### config.mk
export PLATFORM = sky130hd
export DESIGN_NAME = instr_fetch_unit
export DESIGN_NICKNAME = d
export VERILOG_FILES = /design/src/rtl/instr_fetch_unit.sv
export SDC_FILE = /design/constraint.sdc
export NUM_CORES = 1
export LEC_CHECK = 0
export CAP_MARGIN = 40
export CORE_MARGIN = 2
export CORE_UTILIZATION = 39
export CTS_BUF_LIST = sky130_fd_sc_hd__clkbuf_16
export CTS_CLUSTER_DIAMETER = 80
export CTS_CLUSTER_SIZE = 10
export DETAILED_ROUTE_END_ITERATION = 10
export PLACE_DENSITY_LB_ADDON = 0.1
export SLEW_MARGIN = 10
export SYNTH_ARGS = -nofsm -noshare
export SYNTH_HDL_FRONTEND = slang
export SYNTH_SLANG_ARGS = --single-unit
### constraint.sdc
create_clock -name clk -period 3.06 [get_ports clk]
set_input_delay 0.459 -clock clk [delete_from_list [all_inputs] [get_ports clk]]
set_output_delay 0.459 -clock clk [all_outputs]
set_load 0.01 [all_outputs]
### src/rtl/instr_fetch_unit.sv
// Instruction fetch unit: owns the PC, issues single-outstanding word fetches to instruction
// memory and holds one registered instruction/PC pair for decode, with redirect squashing.
module instr_fetch_unit #(
   parameter logic [31:0] RESET_PC = 32'h0000_0000,
   parameter logic [31:0] NOP_INST = 32'h0000_0013
) (
   input  logic        clk,
   input  logic        rst,
   output logic        imem_req_valid,
   input  logic        imem_req_ready,
   output logic [31:0] imem_addr,
   input  logic        imem_rsp_valid,
   input  logic [31:0] imem_rsp_data,
   output logic        inst_valid,
   input  logic        inst_ready,
   output logic [31:0] inst_o,
   output logic [31:0] pc_o,
   input  logic        pc_src,
   input  logic [31:0] pc_target
);

   typedef enum logic [1:0] {S_REQ, S_WAIT, S_DROP} state_t;

   localparam logic [31:0] RESET_PC_ALIGNED = {RESET_PC[31:2], 2'b00};

   state_t      r_state;
   state_t      w_state_nxt;
   logic [31:0] r_fetch_pc;
   logic [31:0] r_inst;
   logic [31:0] r_pc;
   logic        r_inst_valid;

   logic        w_space;
   logic        w_req_hs;
   logic        w_load;
   logic        w_consume;
   logic [31:0] w_target;
   logic [31:0] w_fetch_pc_inc;
   logic        w_unused_tgt;

   assign w_target       = {pc_target[31:2], 2'b00};
   assign w_unused_tgt   = &{1'b0, pc_target[1:0]};
   assign w_fetch_pc_inc = r_fetch_pc + 32'd4;

   assign imem_addr  = r_fetch_pc;
   assign inst_valid = r_inst_valid;
   assign inst_o     = r_inst;
   assign pc_o       = r_pc;

   always_comb begin
      w_space        = ~r_inst_valid | inst_ready;
      imem_req_valid = (r_state == S_REQ) & w_space & ~pc_src & ~rst;
      w_req_hs       = imem_req_valid & imem_req_ready;
      w_load         = (r_state == S_WAIT) & imem_rsp_valid & ~pc_src;
      w_consume      = r_inst_valid & inst_ready;
   end

   // A redirect while waiting leaves the old response in flight; S_DROP swallows it.
   always_comb begin
      w_state_nxt = r_state;
      case (r_state)
         S_REQ: begin
            if (w_req_hs) w_state_nxt = S_WAIT;
         end
         S_WAIT: begin
            if (imem_rsp_valid) w_state_nxt = S_REQ;
            else if (pc_src)    w_state_nxt = S_DROP;
         end
         S_DROP: begin
            if (imem_rsp_valid) w_state_nxt = S_REQ;
         end
         default: w_state_nxt = S_REQ;
      endcase
   end

   always_ff @(posedge clk or posedge rst) begin
      if (rst) begin
         r_state    <= S_REQ;
         r_fetch_pc <= RESET_PC_ALIGNED;
      end else begin
         r_state <= w_state_nxt;
         if (pc_src)      r_fetch_pc <= w_target;
         else if (w_load) r_fetch_pc <= w_fetch_pc_inc;
      end
   end

   always_ff @(posedge clk or posedge rst) begin
      if (rst) begin
         r_inst_valid <= 1'b0;
         r_inst       <= NOP_INST;
         r_pc         <= RESET_PC_ALIGNED;
      end else if (pc_src) begin
         r_inst_valid <= 1'b0;
         r_inst       <= NOP_INST;
      end else if (w_load) begin
         r_inst_valid <= 1'b1;
         r_inst       <= imem_rsp_data;
         r_pc         <= r_fetch_pc;
      end else if (w_consume) begin
         r_inst_valid <= 1'b0;
         r_inst       <= NOP_INST;
      end
   end

   // Memory must never answer when no request is outstanding.
   a_no_rsp_in_req: assert property (@(posedge clk) disable iff (rst)
      !(r_state == S_REQ && imem_rsp_valid));

endmodule

==> impl_metrics.py, run 1 <==
metrics = {
    "clock_network": {
        "clk_pin_slew_ps": 60,
        "hold_buffers": 0,
        "htree_levels": 3,
        "cts_made_buffers": 9,
        "cts_tree": "built",
        "clock_sinks": 95,
        "cts-root-buf": "clkbuf_16",
        "clkLatencyLatePin_ps": 340,
        "post_cts_resized": 0,
        "clockBufferDepth": 2,
        "cts_setup_buffers": 0,
    },
    "yosys": {
        "synth.avg_cell_area_um2": 10.1,
        "synth.distinct_cells": 38,
        "synthCells": 405,
        "synth_top_area_share": 0.563,
        "yosys.area.top_type": "dfrtp_1",
        "synth_warnings": 0,
        "synth_ff_type": "dfrtp_1",
        "syn_area_um2": 4090,
        "ys_async_sr_fraction": 1.00,
        "synth-edff-count": 0,
        "ys_seq_elements": 95,
        "synth.area.top_cells": "dfrtp_1, nand2_1, a22o_1",
        "synth-seq-area-share": 0.582,
    },
    "power_and_ir_drop": {
        "pwr-share-comb": 0.226,
        "p_leak_nw": 2.73,
        "p_int_mw": 2.41,
        "max-vdd-ir-drop_v": 0.000272,
        "power_mw": 3.31,
        "switching_share": 0.273,
        "p_clk_frac": 0.306,
        "pwr-share-seq": 0.467,
        "cellPowerDensity_nw_per_um2": 540,
        "power.net_switching_mw": 0.903,
    },
    "run_status": {
        "status": "complete, no violations",
    },
    "finish": {
        "area_delta_synth_final_pct": 49.9,
        "diodes": 0,
        "n_fill_cell": 917,
        "nNetsFinal": 632,
        "drive_above_1_share": 0.0601,
        "design_area_um2": 6130,
    },
    "sta": {
        "slew_viol_final": 0,
        "skew_ps": 7.31,
        "hold_viol": 0,
        "layout_setup_ws_ps": 713,
        "fin_tns_setup_ps": 0,
        "setup_violations": 0,
        "fin_crit_sh": 0.767,
        "finalCriticalPeriod_ps": 2350,
        "tightest_slew_ps": 538,
        "fmax_ghz": 0.426,
        "grt_setup_unrepaired": "no",
        "fin_hold_ws_ps": 474,
        "slew_headroom": 0.641,
    },
    "placement": {
        "place_hpwl_mm": 7.63,
        "gp_congestion": 0.804,
        "port_buffers": 161,
        "dp_worst_setup_slack_ps": 592,
        "place_area_um2": 5860,
    },
    "floorplan": {
        "initial_core_util": 0.400,
        "ios": 168,
        "rows": 37,
        "die_w_um": 106,
        "die_area_um2": 11300,
        "dieHeight_um": 106,
        "core_um2": 10200,
    },
    "hold_path": {
        "worstHoldPathCells": 2,
        "hp-class": "reg -> reg",
        "min_from": "pc_o[7]$_DFFE_PP0P_",
        "worstHoldEndpoint": "pc_o[7]$_DFFE_PP0P_",
    },
    "drt": {
        "antenna_left": 0,
        "drc": 0,
        "dr.pass1.iters": 4,
        "wl_mm": 10.5,
        "vias": 3420,
        "vias_per_cell": 4.87,
        "drtIter0Drc": 114,
        "wl_per_cell_um": 15.0,
    },
    "critical_path": {
        "critPathMaxFanout": 2,
        "end_kind": "output port",
        "rrSetupSlack_ps": 1120,
        "start_kind": "primary input",
        "criticalPathCategory": "in -> out",
        "r2r_start": "imem_addr[5]$_DFFE_PP0P_",
        "timing.rr.end": "imem_addr[23]$_DFFE_PP0P_",
        "crit_slowest_cell": "clkdlybuf4s50_1",
        "critical_path_arrival_ps": 1890,
        "required_ps": 2600,
        "critPathMaxStageDelay_ps": 610,
        "path_cells": "clkdlybuf4s50_1, nand2b_1, nand2_1, nor3_1, clkdlybuf4s50_1",
        "reg2reg_depth": 6,
        "worst_path_most_repeated_cell": "clkdlybuf4s50_1",
    },
    "grt": {
        "grt_pass1_vias": 3477,
        "grt_max_degree": 55,
        "overflow": 0,
        "grt_pass1_wl_mm": 17.5,
        "grtUsageTotal": 0.196,
        "antenna_found_initial": 0,
    },
    "run": {
        "drv_cap": 0,
    },
}
how the worst max path moves through the flow:
| stage | startpoint | end | slack (ps) | depth (start not counted) |
|---|---|---|---|---|
| after global placement | imem_rsp_valid | imem_addr[31]$_DFFE_PP0P_ | 630 | 6 |
| after floorplan | rst | imem_addr[10]$_DFFE_PP0P_ | 130 | 1 |
| after detailed placement | imem_rsp_valid | imem_addr[31]$_DFFE_PP0P_ | 590 | 6 |
| after global routing | inst_ready | imem_req_valid | 580 | 5 |
| after CTS | inst_ready | imem_req_valid | 700 | 5 |
| final | inst_ready | imem_req_valid | 710 | 5 |
registers in the layout (all words and copies together), names as in the netlist:
name	flops
inst_o	32
imem_addr	30
pc_o	30
r_state	2
inst_valid	1
routing by layer:
metal	global-route usage	share of wire	up-vias
li1	-	-	1672
met1	0.258	0.45	1628
met2	0.310	0.46	107
met3	0.0533	0.069	13
met4	0.0714	0.015	0
met5	0	0	-
critical path, delay by kind of cell:
kind | cells | cell delay [ps]
buffers and inverters | 2 | 1070
AND/OR/NAND/NOR | 3 | 350
placed cells by master, fill, tap and decap left out, types with 2 or more instances in the layout:
| master | n |
|---|---|
| buf_4 | 4 |
| and3_1 | 6 |
| a21oi_1 | 3 |
| o21ai_1 | 3 |
| clkinv_2 | 3 |
| a22o_1 | 29 |
| dfstp_2 | 3 |
| and4_1 | 4 |
| nand2b_1 | 2 |
| nand3_1 | 8 |
| clkdlybuf4s50_1 | 160 |
| clkbuf_16 | 9 |
| buf_12 | 2 |
| nor3_2 | 2 |
| o22a_1 | 3 |
| nand2_1 | 128 |
| dfrtp_1 | 92 |
| xor2_1 | 22 |
| xnor2_1 | 6 |
| and2_1 | 4 |
| nor2_1 | 7 |
| conb_1 | 4 |
| o21ai_0 | 26 |
| inv_1 | 3 |
| nand4_1 | 12 |
synth_stat cells, types with 2 or more instances:
master / instances
xor2_1: 22
a21oi_1: 3
and3_1: 6
nand4_1: 12
dfrtp_1: 92
nand3_1: 8
inv_1: 3
nand2b_1: 2
clkbuf_1: 20
and2_1: 4
nand2_1: 128
buf_4: 4
nor2_1: 8
xnor2_1: 6
a22o_1: 29
o22a_1: 3
and4_1: 4
o21ai_1: 3
o21ai_0: 26
nor3_1: 2
dfstp_2: 3
stage by stage:
stage | cells | utilization
6_report | 702 | 0.599
5_1_grt | 702 | 0.599
4_1_cts | 702 | 0.599
3_5_place_dp | 686 | 0.573
3_3_place_gp | 685 | 0.572
2_1_floorplan | 408 | -
power by group through the flow:
stage / sequential (mW) / combinational, mW / clock (mW)
6_report: 1.55 / 0.750 / 1.01
5_1_grt: 1.57 / 0.823 / 1.08
4_1_cts: 1.55 / 0.764 / 1.03
3_5_place_dp: 1.57 / 0.760 / 0
3_3_place_gp: 1.56 / 0.749 / 0
2_1_floorplan: 1.63 / 0.208 / 0
layout make-up:
type                    count  area [um^2]  share of cell area
well taps                 136          170              0.0278
inverters                   3         13.8             0.00225
clock buffers               9          225              0.0367
clock inverters             7         40.0             0.00653
repair buffers            168         1690               0.276
flip-flops and latches     95         2380               0.388
multi-input cells         284         1610               0.262
cells by family after synthesis:
logic type / share of synthesized area
xor gates and xnor gates: 0.0600
and+or+nand+nor: 0.207
buffers and inverters: 0.0306
adders and majority gates: 0.00306
muxes: 0.00520
other: 0.000917
DFF: 0.582
AOI/OAI and AO/OA: 0.111
Power figures use the tool's default switching activity.
==> run 2: changes to the inputs <==
Settings changed: CORE_UTILIZATION 39 to 43.
Clock period 3.06 ns to 2.5 ns, I/O delays scaled along.
==> impl_metrics.py, run 2 (same netlist as run 1, synthesis figures left out) <==
metrics = {
    "clock_network": {
        "cts_setup_buffers": 0,
        "clkLatencyLatePin_ps": 330,
        "cts-root-buf": "clkbuf_16",
        "post_cts_resized": 0,
        "clock_sinks": 95,
        "clk_pin_slew_ps": 70,
        "clockBufferDepth": 2,
        "hold_buffers": 0,
        "htree_levels": 3,
        "cts_made_buffers": 9,
        "cts_tree": "built",
    },
    "grt": {
        "antenna_found_initial": 0,
        "grtUsageTotal": 0.211,
        "grt_pass1_wl_mm": 16.8,
        "grt_max_degree": 55,
        "grt_pass1_vias": 3405,
        "overflow": 0,
    },
    "floorplan": {
        "initial_core_util": 0.443,
        "die_w_um": 102,
        "dieHeight_um": 102,
        "rows": 35,
        "die_area_um2": 10300,
        "ios": 168,
        "core_um2": 9240,
    },
    "sta": {
        "fin_crit_sh": 0.891,
        "fin_tns_setup_ps": 0,
        "layout_setup_ws_ps": 272,
        "setup_violations": 0,
        "slew_viol_final": 0,
        "skew_ps": 8.80,
        "slew_headroom": 0.559,
        "tightest_slew_ps": 661,
        "finalCriticalPeriod_ps": 2230,
        "hold_viol": 0,
        "grt_setup_unrepaired": "no",
        "fmax_ghz": 0.449,
    },
    "drt": {
        "wl_mm": 10.6,
        "drtIter0Drc": 160,
        "drc": 0,
        "dr.pass1.iters": 4,
        "vias": 3441,
        "wl_per_cell_um": 15.2,
        "antenna_left": 0,
        "vias_per_cell": 4.93,
    },
    "critical_path": {
        "rrSetupSlack_ps": 570,
        "r2r_start": "imem_addr[2]$_DFFE_PP0P_",
        "start_kind": "primary input",
        "critPathMaxFanout": 2,
        "critical_path_arrival_ps": 1850,
        "required_ps": 2120,
        "reg2reg_depth": 7,
        "end_kind": "output port",
        "timing.rr.end": "imem_addr[26]$_DFFE_PP0P_",
        "criticalPathCategory": "in -> out",
    },
    "hold_path": {
        "worstHoldPathCells": 2,
        "hp-class": "in -> reg",
        "worstHoldEndpoint": "inst_valid$_DFFE_PP0P_",
        "min_from": "pc_src",
    },
    "placement": {
        "port_buffers": 161,
        "dp_worst_setup_slack_ps": 152,
        "place_hpwl_mm": 7.61,
        "gp_congestion": 0.809,
    },
    "finish": {
        "regArea_um2": 2380,
        "area_delta_synth_final_pct": 50.7,
        "diodes": 0,
        "drive_above_1_share": 0.0615,
        "nNetsFinal": 635,
        "largest_reg_flops": 32,
        "n_fill_cell": 765,
        "mostFrequentLayoutCell": "clkdlybuf4s50_1",
        "final_util": 0.667,
        "mostFrequentLayoutCells": "clkdlybuf4s50_1, nand2_1, dfrtp_1",
        "multiInputGateArea_um2": 1600,
    },
    "run_status": {
        "status": "complete, no violations",
    },
    "power_and_ir_drop": {
        "power_mw": 4.16,
        "max-vdd-ir-drop_v": 0.000287,
        "cellPowerDensity_nw_per_um2": 676,
        "p_leak_nw": 2.74,
    },
    "run": {
        "drv_cap": 0,
    },
}
## run 2: changes by cell type in the layout (fill, tap and decap cells not counted), sizes merged
cell / before / now
inv: 5 / 3
buf: 8 / 11
clkinvlp: 0 / 2
bufinv: 0 / 1
clkinv: 5 / 4
## run 2: worst max path at each step
stage,start,slack (ps),endpoint,depth (start not counted)
finish,inst_ready,270,imem_req_valid,5
global placement,imem_rsp_valid,200,imem_addr[31]$_DFFE_PP0P_,7
floorplan,imem_addr[2]$_DFFE_PP0P_,680,imem_addr[26]$_DFFE_PP0P_,7
CTS,inst_ready,250,imem_req_valid,5
detailed placement,imem_rsp_valid,150,imem_addr[31]$_DFFE_PP0P_,7
global route,inst_ready,210,imem_req_valid,5
## run 2: final cells by class
cell class	instances	share of cell area
clock inverters	7	0.0102
well taps	129	0.0262
inverters	3	0.00244
clock buffers	9	0.0365
flip-flops and latches	95	0.386
multi-input cells	284	0.260
repair buffers	171	0.278
## run 2: metal layers
metal | up-vias | global-route usage | wire [um]
met1 | 1622 | 0.270 | 4640
met3 | 15 | 0.0656 | 850
met5 | - | 0 | 0
li1 | 1676 | - | -
met2 | 128 | 0.338 | 4920
met4 | 0 | 0.0790 | 176
## run 2: metrics by stage
step / instance area, um^2 / hold slack, ps / std cells
detailed placement: 5870 / 461 / 682
global placement: 5850 / 457 / 681
finish: 6160 / 407 / 698
CTS: 6160 / 394 / 698
global route: 6160 / 400 / 698
floorplan: 4110 / 438 / 408
## run 2: power by group
group,leakage (nW),internal [mW],total [mW],switching (mW)
registers,1.23,1.74,1.90,0.157
logic,1.38,0.545,0.930,0.385
clock network,0.138,0.767,1.34,0.570
total,2.74,3.05,4.16,1.11
## run 2: worst max-delay path: stages
cell and delay [ps]:
clkdlybuf4s50_1 470, nand2b_1 130, nand2_1 50, nor3_1 230, clkdlybuf4s50_1 600
==> run 3: changes to the inputs <==
Settings changed: CAP_MARGIN 40 to default.
==> impl_metrics.py, run 3 (same netlist as run 1, synthesis figures left out) <==
metrics = {
    "run_status": {
        "status": "complete, no violations",
    },
    "power_and_ir_drop": {
        "cellPowerDensity_nw_per_um2": 675,
        "p_leak_nw": 2.74,
        "max-vdd-ir-drop_v": 0.000347,
    },
    "sta": {
        "slew_viol_final": 0,
        "slew_headroom": 0.313,
        "fmax_ghz": 0.449,
        "skew_ps": 8.88,
        "tightest_slew_ps": 1030,
        "hold_viol": 0,
        "grt_setup_unrepaired": "no",
        "fin_crit_sh": 0.891,
        "fin_tns_setup_ps": 0,
        "finalCriticalPeriod_ps": 2230,
        "setup_violations": 0,
    },
    "drt": {
        "vias_per_cell": 4.96,
        "vias": 3457,
        "wl_per_cell_um": 15.1,
        "antenna_left": 0,
        "drtIter0Drc": 132,
        "drc": 0,
        "wl_mm": 10.6,
        "dr.pass1.iters": 4,
    },
    "finish": {
        "diodes": 0,
        "mostFrequentLayoutCell": "clkdlybuf4s50_1",
        "multiInputGateArea_um2": 1600,
        "n_fill_cell": 776,
        "largest_reg_flops": 32,
        "drive_above_1_share": 0.0581,
        "nNetsFinal": 634,
        "area_delta_synth_final_pct": 49.9,
        "layoutNonFillerInstCount": 697,
        "mostFrequentLayoutCells": "clkdlybuf4s50_1, nand2_1, dfrtp_1",
        "regArea_um2": 2380,
    },
    "critical_path": {
        "reg2reg_depth": 7,
        "required_ps": 2120,
        "r2r_start": "imem_addr[2]$_DFFE_PP0P_",
        "start_kind": "primary input",
        "rrSetupSlack_ps": 570,
        "critPathMaxFanout": 2,
        "timing.rr.end": "imem_addr[26]$_DFFE_PP0P_",
        "critical_path_arrival_ps": 1850,
        "criticalPathCategory": "in -> out",
        "end_kind": "output port",
    },
    "clock_network": {
        "cts-root-buf": "clkbuf_16",
        "cts_made_buffers": 9,
        "htree_levels": 3,
        "post_cts_resized": 0,
        "clock_sinks": 95,
        "clockBufferDepth": 2,
        "cts_setup_buffers": 0,
        "clk_pin_slew_ps": 70,
        "cts_tree": "built",
        "clkLatencyLatePin_ps": 340,
        "hold_buffers": 0,
    },
    "grt": {
        "antenna_found_initial": 0,
        "grtUsageTotal": 0.209,
        "grt_max_degree": 55,
        "overflow": 0,
        "grt_pass1_wl_mm": 16.7,
        "grt_pass1_vias": 3436,
    },
    "run": {
        "drv_cap": 0,
    },
    "floorplan": {
        "die_w_um": 102,
        "dieHeight_um": 102,
        "rows": 35,
        "initial_core_util": 0.443,
        "core_um2": 9240,
        "die_area_um2": 10300,
        "ios": 168,
    },
    "hold_path": {
        "hp-class": "in -> reg",
        "min_from": "pc_src",
        "worstHoldPathCells": 2,
        "worstHoldEndpoint": "inst_valid$_DFFE_PP0P_",
    },
    "placement": {
        "place_hpwl_mm": 7.54,
        "port_buffers": 161,
        "gp_congestion": 0.809,
        "post-place-cells": 681,
    },
}
run 3: cell type report:
cell class / instances / area share
Multi-Input combinational cell: 284 / 0.261
Sequential cell: 95 / 0.388
Clock inverter: 7 / 0.00959
Timing Repair Buffer: 170 / 0.275
Tap cell: 129 / 0.0263
Inverter: 3 / 0.00245
Clock buffer: 9 / 0.0367
run 3: worst max path at each step:
stage / start / end / slack (ps) / cells past startpoint
final: inst_ready / imem_req_valid / 270 / 5
after global routing: inst_ready / imem_req_valid / 210 / 5
after CTS: inst_ready / imem_req_valid / 250 / 5
after detailed placement: imem_rsp_valid / imem_addr[31]$_DFFE_PP0P_ / 130 / 7
after global placement: imem_rsp_valid / imem_addr[31]$_DFFE_PP0P_ / 200 / 7
after floorplan: imem_addr[2]$_DFFE_PP0P_ / imem_addr[26]$_DFFE_PP0P_ / 680 / 7
run 3: worst max-delay path, stage by stage:
cell	delay [ps]
clkdlybuf4s50_1	470
nand2b_1	130
nand2_1	50
nor3_1	230
clkdlybuf4s50_1	600
run 3: stage by stage:
step | util | hold slack, ps | setup slack, ps | power, mW | cell area [um^2]
after detailed placement | 0.633 | 462 | 134 | 2.86 | 5850
after floorplan | - | 438 | 680 | 2.25 | 4110
after global routing | 0.664 | 403 | 214 | 4.35 | 6130
final | 0.664 | 406 | 272 | 4.14 | 6130
after CTS | 0.664 | 389 | 252 | 4.19 | 6130
after global placement | 0.633 | 457 | 201 | 2.83 | 5850
run 3: power breakdown:
part | leakage (nW) | total [mW] | internal (mW) | switching, mW
Sequential | 1.23 | 1.90 | 1.74 | 0.157
Combinational | 1.37 | 0.922 | 0.539 | 0.383
Clock | 0.151 | 1.32 | 0.761 | 0.557
Total | 2.74 | 4.14 | 3.04 | 1.10
run 3: routing by layer:
metal	vias to the layer above	track usage	wire [um]
li1	1680	-	-
met3	11	0.0600	804
met1	1652	0.277	4680
met5	-	0	0
met4	0	0.0717	118
met2	114	0.328	4950
